File: src/rtl/icache_refill_ctrl.sv
// Instruction-cache miss/refill sequencer.
// Fetches a missing 64-byte line as eight 64-bit beats and writes it into the
// victim way. It then commits the tag. It also runs a full two-way
// invalidate sweep after reset and whenever a flush is requested.
module icache_refill_ctrl #(
   parameter int TAG_W = 50,
   parameter int SET_W = 8,
   parameter int BEATS = 8
) (
   input  logic                     clk,
   input  logic                     reset,
   input  logic                     miss_valid,
   input  logic [63:0]              miss_addr,
   input  logic                     miss_victim,
   input  logic                     flush,
   output logic                     mem_req_valid,
   input  logic                     mem_req_ready,
   output logic [63:0]              mem_req_addr,
   input  logic                     mem_resp_valid,
   input  logic [63:0]              mem_resp_data,
   input  logic                     mem_resp_last,
   output logic                     wr_en,
   output logic [SET_W-1:0]         wr_set,
   output logic                     wr_way,
   output logic [$clog2(BEATS)-1:0] wr_word,
   output logic [63:0]              wr_data,
   output logic                     tag_wr_en,
   output logic [1:0]               tag_wr_mask,
   output logic                     tag_wr_valid,
   output logic [TAG_W-1:0]         tag_wr_tag,
   output logic                     busy,
   output logic                     refill_done,
   output logic                     flush_done,
   output logic                     err
);

   localparam int WORD_W = $clog2(BEATS);
   localparam int OFF_W  = 64 - TAG_W - SET_W;
   localparam logic [WORD_W-1:0] LAST_BEAT = WORD_W'(BEATS - 1);
   localparam logic [SET_W-1:0]  LAST_SET  = '1;

   typedef enum logic [2:0] {
      S_IDLE,
      S_REQ,
      S_FILL,
      S_COMMIT,
      S_FLUSH
   } state_t;

   state_t              r_state;
   state_t              w_next;
   logic [TAG_W-1:0]    r_tag;
   logic [SET_W-1:0]    r_set;
   logic                r_victim;
   logic [WORD_W-1:0]   r_beat;
   logic [SET_W-1:0]    r_fcnt;
   logic                r_pend;
   logic                r_err;
   logic                w_start_flush;
   logic                w_take_miss;
   logic                w_beat;
   logic [1:0]          w_vic_mask;
   logic                w_unused_offset;

   // Byte offset within the line never matters: requests are line aligned.
   assign w_unused_offset = ^miss_addr[OFF_W-1:0];

   assign w_start_flush = (r_state == S_IDLE) && (r_pend || flush);
   assign w_take_miss   = (r_state == S_IDLE) && !r_pend && !flush && miss_valid;
   assign w_beat        = (r_state == S_FILL) && mem_resp_valid;
   assign w_vic_mask    = r_victim ? 2'b10 : 2'b01;

   // State register.
   always_ff @(posedge clk) begin
      if (reset) begin
         r_state <= S_IDLE;
      end else begin
         r_state <= w_next;
      end
   end

   // Next-state selection; a pending flush always wins over a new miss.
   always_comb begin
      w_next = r_state;
      case (r_state)
         S_IDLE: begin
            if (r_pend || flush) begin
               w_next = S_FLUSH;
            end else if (miss_valid) begin
               w_next = S_REQ;
            end
         end
         S_REQ: begin
            if (mem_req_ready) begin
               w_next = S_FILL;
            end
         end
         S_FILL: begin
            if (mem_resp_valid && (r_beat == LAST_BEAT)) begin
               w_next = S_COMMIT;
            end
         end
         S_COMMIT: begin
            w_next = S_IDLE;
         end
         S_FLUSH: begin
            if (r_fcnt == LAST_SET) begin
               w_next = S_IDLE;
            end
         end
         default: begin
            w_next = S_IDLE;
         end
      endcase
   end

   // Control counters, deferred-flush flag and sticky beat-protocol error.
   always_ff @(posedge clk) begin
      if (reset) begin
         r_pend <= 1'b1;
         r_err  <= 1'b0;
         r_beat <= '0;
         r_fcnt <= '0;
      end else begin
         if (w_start_flush) begin
            r_pend <= 1'b0;
            r_fcnt <= '0;
         end else if (r_state == S_FLUSH) begin
            r_fcnt <= r_fcnt + SET_W'(1);
         end
         if (flush && (r_state == S_REQ || r_state == S_FILL || r_state == S_COMMIT)) begin
            r_pend <= 1'b1;
         end
         if (r_state == S_REQ && mem_req_ready) begin
            r_beat <= '0;
         end else if (w_beat) begin
            r_beat <= r_beat + WORD_W'(1);
         end
         // Progress follows the beat count only; a misplaced last marker just flags.
         if (w_beat && (mem_resp_last != (r_beat == LAST_BEAT))) begin
            r_err <= 1'b1;
         end
      end
   end

   // Miss capture: tag, set and victim way of the line being refilled.
   always_ff @(posedge clk) begin
      if (w_take_miss) begin
         r_tag    <= miss_addr[63 -: TAG_W];
         r_set    <= miss_addr[63-TAG_W -: SET_W];
         r_victim <= miss_victim;
      end
   end

   // Output decode; everything is held at zero while reset is asserted.
   always_comb begin
      mem_req_valid = 1'b0;
      mem_req_addr  = '0;
      wr_en         = 1'b0;
      wr_set        = '0;
      wr_way        = 1'b0;
      wr_word       = '0;
      wr_data       = '0;
      tag_wr_en     = 1'b0;
      tag_wr_mask   = 2'b00;
      tag_wr_valid  = 1'b0;
      tag_wr_tag    = '0;
      busy          = 1'b0;
      refill_done   = 1'b0;
      flush_done    = 1'b0;
      err           = 1'b0;
      if (!reset) begin
         busy         = (r_state != S_IDLE);
         err          = r_err;
         mem_req_addr = {r_tag, r_set, {OFF_W{1'b0}}};
         wr_way       = r_victim;
         tag_wr_tag   = r_tag;
         case (r_state)
            S_REQ: begin
               // Invalidate the victim first so a half-written line never hits.
               mem_req_valid = 1'b1;
               tag_wr_en     = 1'b1;
               tag_wr_mask   = w_vic_mask;
               wr_set        = r_set;
            end
            S_FILL: begin
               wr_en   = mem_resp_valid;
               wr_word = r_beat;
               wr_data = mem_resp_data;
               wr_set  = r_set;
            end
            S_COMMIT: begin
               tag_wr_en    = 1'b1;
               tag_wr_mask  = w_vic_mask;
               tag_wr_valid = 1'b1;
               refill_done  = 1'b1;
               wr_set       = r_set;
            end
            S_FLUSH: begin
               tag_wr_en   = 1'b1;
               tag_wr_mask = 2'b11;
               wr_set      = r_fcnt;
               flush_done  = (r_fcnt == LAST_SET);
            end
            default: begin
            end
         endcase
      end
   end

endmodule

File: config.mk
export PLATFORM = sky130hd
export DESIGN_NAME = icache_refill_ctrl
export DESIGN_NICKNAME = d
export VERILOG_FILES = /design/src/rtl/icache_refill_ctrl.sv
export SDC_FILE = /design/constraint.sdc
export NUM_CORES = 1
export LEC_CHECK = 0
export CORE_AREA = 2 2 131 133
export CTS_CLUSTER_SIZE = 25
export DETAILED_ROUTE_END_ITERATION = 10
export DIE_AREA = 0 0 133 135
export SETUP_SLACK_MARGIN = 0.4
export SLEW_MARGIN = 30
export SYNTH_ARGS = -nofsm -noshare
export SYNTH_HDL_FRONTEND = slang
export SYNTH_SLANG_ARGS = --single-unit
File: constraint.sdc
create_clock -name clk -period 6.8 [get_ports clk]
set_input_delay 0.68 -clock clk [delete_from_list [all_inputs] [get_ports clk]]
set_output_delay 0.68 -clock clk [all_outputs]
set_load 0.01 [all_outputs]
==> out/qor.yml, run 1 <==
yosysSeqAreaShare_pct: 51.01
period_share_pct: 51.21
finalSetupViolations: 0
postCtsSetupRepairBufs: 0
post_drt_wl_per_cell_um: 16.55
wl_met3_mm: 1.306
placement.cell_area_um2: 7123
syn_to_final_growth_pct: 81.12
finalWorstSetupSlack_ns: 3.318
grt_pass1_wl_mm: 20.92
fmax_ghz: 0.2872
die_w_um: 133
routed_via_density: 4.219
yosysWarningCount: 0
p_leak_nw: 2.589
n_fill_cell: 1481
syn_inst: 388
min_path_type: "reg2reg"
cts_tree: "done"
grt.overflow.total: 0
drt_wl_total_mm: 14.53
peakVddDrop_mv: 0.1307
crit_path_end_kind: "output port"
skew_ns: 0.007379
cp.required_ns: 6.12
finalNetCount: 790
synth_largest_area_cell: "edfxtp_1"
wl_met1_mm: 5.216
ys_types: 43
hpwl_mm: 11.24
finalInstanceArea_um2: 7428
core-area_um2: 16410
outcome: "completed"
synth_ff_type: "edfxtp_1"
start_util_pct: 25.00
rows: 47
avgSynthCellArea_um2: 10.57
tightest_slew_ns: 0.8229
via_count: 3704
slowest_stage: "clkdlybuf4s50_1"
antenna_left: 0
finalSetupTns_ns: 0
worst_hold_startpoint: "r_fcnt[4]$_SDFFE_PP0P_"
synthMuxAreaShare_pct: 0.4881
grt_max_degree: 80
synth_area_leaders: "edfxtp_1 43%, buf_4 10%, and2_1 10%"
finalCriticalPeriod_ns: 3.482
final_util_pct: 45.28
critical_path.startpoint: "reset"
clock_latency_ns: 0.34
cts-htree-levels: 3
gp_congestion: 0.8354
layout_common_cells: "322 x clkdlybuf4s50_1, 68 x and2_1, 64 x nor2b_1, 59 x edfxtp_1, 18 x nor2_1"
die_y_um: 135
cts_inserted_buffers: 9
final_common_cell: "clkdlybuf4s50_1"
clockRootBuffer: "clkbuf_16"
grtUsageTotal_pct: 15.43
synth_edf_count: 59
dr.pass1.iters: 4
hold_viol_final: 0
crit_chain: "buf_2 > buf_4 > nor4b_4 > buf_4 > and2_1 > clkdlybuf4s50_1"
synth-compound-area-share_pct: 5.278
maxCapViolCount: 0
synth_top_family_by_area: "simple AND/OR/NAND/NOR gates"
synth-simple-area-share_pct: 28.52
io_buffers: 323
top_layer: "met4"
drtIter0Drc: 117
synthXorXnorAreaFrac_pct: 0.6406
drive_above_1_share_pct: 4.268
max_slew_margin_pct: 45.14
r2r-start: "r_state[0]$_SDFFE_PP0P_"
dp_slack_ns: 3.251
grt_pass1_vias: 3782
syn_area_um2: 4101
antenna_found_initial: 2
grt_setup_unrepaired: "no"
power.density_nw_per_um2: 158.5
drc_errors: 0
async_reset_ff_share_pct: 0
cpMostUsedCell: "buf_4"
synth_seq_cells: 75
final_max_slew_viol_count: 0
max_stage_delay_ns: 0.55
wl_met2_mm: 7.782
ctsHoldBuffers: 0
yosys.area.top_type_share_pct: 43.20
clk_pin_slew_ns: 0.06
crit_type: "in2out"
clock_sinks: 75
io_pins: 336
arrival_ns: 2.80
synthAdderAreaFrac_pct: 0.9152
worstPathMaxFanout: 79
dieArea_um2: 17960
p_total_mw: 1.177
cts_resized: 0
cts_buffer_depth: 2
startpoint_type: "input port"
-- sequential cells by signal, summed over array words and instances (netlist names) --
register and flops:
r_beat 3, r_err 1, r_fcnt 8, r_pend 1
r_set 8, r_state 3, r_tag 50, r_victim 1
-- power by group --
group	switching [mW]	internal [mW]
clock	0.200	0.288
combinational	0.0617	0.116
sequential	0.00699	0.504
-- cell usage after synthesis, types with 2 or more instances --
master     n
o21ai_0    5
a21oi_1   14
o31ai_1    2
and3_1     3
mux2i_1    2
dfxtp_1   16
a31oi_1    6
or3_1      4
xor2_1     2
nand2_1    5
a21o_1     2
nor2_1    18
ha_1       3
nor2b_1   64
edfxtp_1  59
buf_2      3
nand3_1    9
clkbuf_1  16
nor4bb_1   5
buf_4     57
clkbuf_2   2
inv_1      3
and2_1    68
-- logic make-up (layout without fill, tap and decap cells) --
| group | Yosys count | in the layout |
|---|---|---|
| muxes | 2 | 2 |
| other | 1 | 8 |
| AOI/OAI and AO/OA | 34 | 34 |
| DFF | 75 | 75 |
| buffers and inverters | 82 | 345 |
| xor gates and xnor gates | 3 | 3 |
| adders and majority gates | 3 | 3 |
| and+or+nand+nor | 188 | 188 |
-- critical path: cells and delay by family --
family / cells / cell delay [ns]
and+or+nand+nor: 2 / 0.65
buffers and inverters: 4 / 1.45
-- cell type report --
class                           count  area, um^2  area share (%)
Tap cell                          220       275.3           3.706
Clock inverter                      6       71.32          0.9601
Clock buffer                       10       229.0           3.082
Antenna cell                        2       5.005         0.06737
Sequential cell                    75        2092           28.16
Timing Repair Buffer              326        3251           43.76
Inverter                            3       11.26          0.1516
Multi-Input combinational cell    236        1494           20.11
-- per-stage QoR --
| step | cells | hold WS [ns] |
|---|---|---|
| finish | 878 | 0.5057 |
| global placement | 860 | 0.4859 |
| floorplan | 393 | 0.4555 |
| CTS | 876 | 0.5084 |
| global route | 878 | 0.5306 |
| detailed placement | 860 | 0.4985 |
-- final timing paths --
kind	end	slack, ns	cells past startpoint
hold reg to reg	r_fcnt[4]$_SDFFE_PP0P_	0.51	2
setup / recovery	wr_data[46]	3.32	6
hold / removal	r_fcnt[4]$_SDFFE_PP0P_	0.51	2
setup reg to reg	r_tag[23]$_DFFE_PP_	4.39	4
-- per-layer routing --
metal  vias to the layer above  GRT usage [%]
li1                       1771              -
met1                      1705          15.96
met2                       216          28.90
met3                        12          5.293
met4                         0          5.615
met5                         -              0
Note: power is estimated with default switching activity, not from simulation.
==> run 2: changes to the inputs <==
Clock period 6.8 ns to 3.28 ns, I/O delays scaled along.
==> run 2 against run 1 <==
Against the previous run: total power increased by 99%; clock skew about the same; critical path depth decreased by 2; combinational power increased by 110%; first-iteration DRC count decreased by 3.4%; routed wire length decreased by 4.5%; flip-flop and latch count unchanged; cell area about the same; setup slack got worse by 2.7 ns; global-route usage decreased by 0.94 points; via count decreased by 0.40%.
==> out/qor.yml, run 2 (same netlist as run 1, synthesis figures left out) <==
outcome: "completed"
dr.pass1.iters: 4
cp.required_ns: 2.95
finalSetupTns_ns: 0
top_register: "r_tag"
skew_ns: 0.007571
tightest_slew_ns: 0.7772
wl_met2_mm: 7.347
startpoint_type: "register"
routed_via_density: 4.206
grt_pass1_vias: 3739
placement.cell_area_um2: 7143
peakVddDrop_mv: 0.2599
clock_sinks: 75
clock_latency_ns: 0.33
period_share_pct: 81.86
start_util_pct: 25.00
drtIter0Drc: 113
wl_met3_mm: 1.192
hpwl_mm: 10.88
p_leak_nw: 2.583
post_drt_wl_per_cell_um: 15.83
top_layer: "met4"
final_common_cell: "clkdlybuf4s50_1"
antenna_left: 0
hold_viol_final: 0
arrival_ns: 2.36
core-area_um2: 16410
finalSetupViolations: 0
crit_type: "reg2out"
crit_path_end_kind: "output port"
rows: 47
dieArea_um2: 17960
max_slew_margin_pct: 48.18
grt_setup_unrepaired: "no"
io_buffers: 323
cts_tree: "done"
cts_buffer_depth: 2
clk_pin_slew_ns: 0.06
top_regs: "r_tag: 50 flops, r_fcnt: 8 flops, r_set: 8 flops"
largest_register_ff_count: 50
finalNetCount: 791
grt.overflow.total: 0
grt_max_degree: 79
drt_wl_total_mm: 13.88
clockRootBuffer: "clkbuf_16"
antenna_found_initial: 0
antenna_cells: 0
final_util_pct: 45.26
syn_to_final_growth_pct: 81.06
grtUsageTotal_pct: 14.49
finalInstanceArea_um2: 7426
fmax_ghz: 0.3724
min_path_type: "reg2reg"
finalCriticalPeriod_ns: 2.685
drive_above_1_share_pct: 4.566
wl_met1_mm: 5.156
final_max_slew_viol_count: 0
grt_pass1_wl_mm: 20.01
io_pins: 336
drc_errors: 0
gp_congestion: 0.8945
cts_inserted_buffers: 9
cts-htree-levels: 3
power.density_nw_per_um2: 315.5
layout_common_cells: "322 x clkdlybuf4s50_1, 68 x and2_1, 64 x nor2b_1, 59 x edfxtp_1, 18 x nor2_1"
die_w_um: 133
via_count: 3689
maxCapViolCount: 0
die_y_um: 135
worstPathMaxFanout: 68
run 2: area by class of cell:
type	count	area, um^2
clock inverters	6	48.80
fillers	1492	8981
flip-flops and latches	75	2093
clock buffers	10	229.0
well taps	220	275.3
repair buffers	327	3274
inverters	3	11.26
multi-input cells	236	1494
run 2: final timing paths:
kind                                              start                      to  slack (ns)  cells past startpoint
worst max register to register  r_state[0]$_SDFFE_PP0P_     r_tag[20]$_DFFE_PP_        1.18                      4
worst max-delay path            r_state[0]$_SDFFE_PP0P_                   wr_en        0.59                      4
worst min register to register   r_fcnt[1]$_SDFFE_PP0P_  r_fcnt[1]$_SDFFE_PP0P_        0.50                      2
worst min-delay path             r_fcnt[1]$_SDFFE_PP0P_  r_fcnt[1]$_SDFFE_PP0P_        0.50                      2
run 2: where the power goes:
| group | switching (mW) | total, mW | internal [mW] |
|---|---|---|---|
| clock | 0.396 | 0.915 | 0.519 |
| combinational | 0.127 | 0.368 | 0.242 |
| sequential | 0.0140 | 1.06 | 1.05 |
| total | 0.537 | 2.34 | 1.81 |
run 2: stage by stage:
stage | total power [mW] | cells | hold slack, ns | worst slack (ns)
after floorplan | 1.210 | 393 | 0.4269 | 1.002
after global placement | 1.447 | 861 | 0.4869 | 0.8022
after detailed placement | 1.451 | 861 | 0.4883 | 0.7392
after CTS | 2.394 | 877 | 0.5013 | 0.5162
after global routing | 2.453 | 877 | 0.5225 | 0.4116
final | 2.343 | 877 | 0.4994 | 0.5948
run 2: critical path, stage by stage, from the launching register on:
cell and delay, ns:
dfxtp_1 0.52, nor4b_4 0.36, buf_6 0.33, and2_1 0.21, clkdlybuf4s50_1 0.60
run 2: timing repair:
item | 4_1_cts | 5_1_grt
gates resized for setup | 2 | 0
hold buffers | 0 | 0
buffers inserted | 0 | 0
endpoints found under the setup margin | 2 | 0
run 2: metal layers:
| metal | global-route usage [%] | vias up |
|---|---|---|
| met5 | 0 | - |
| met4 | 4.421 | 0 |
| met3 | 4.617 | 13 |
| met2 | 27.81 | 222 |
| met1 | 15.00 | 1686 |
| li1 | - | 1768 |
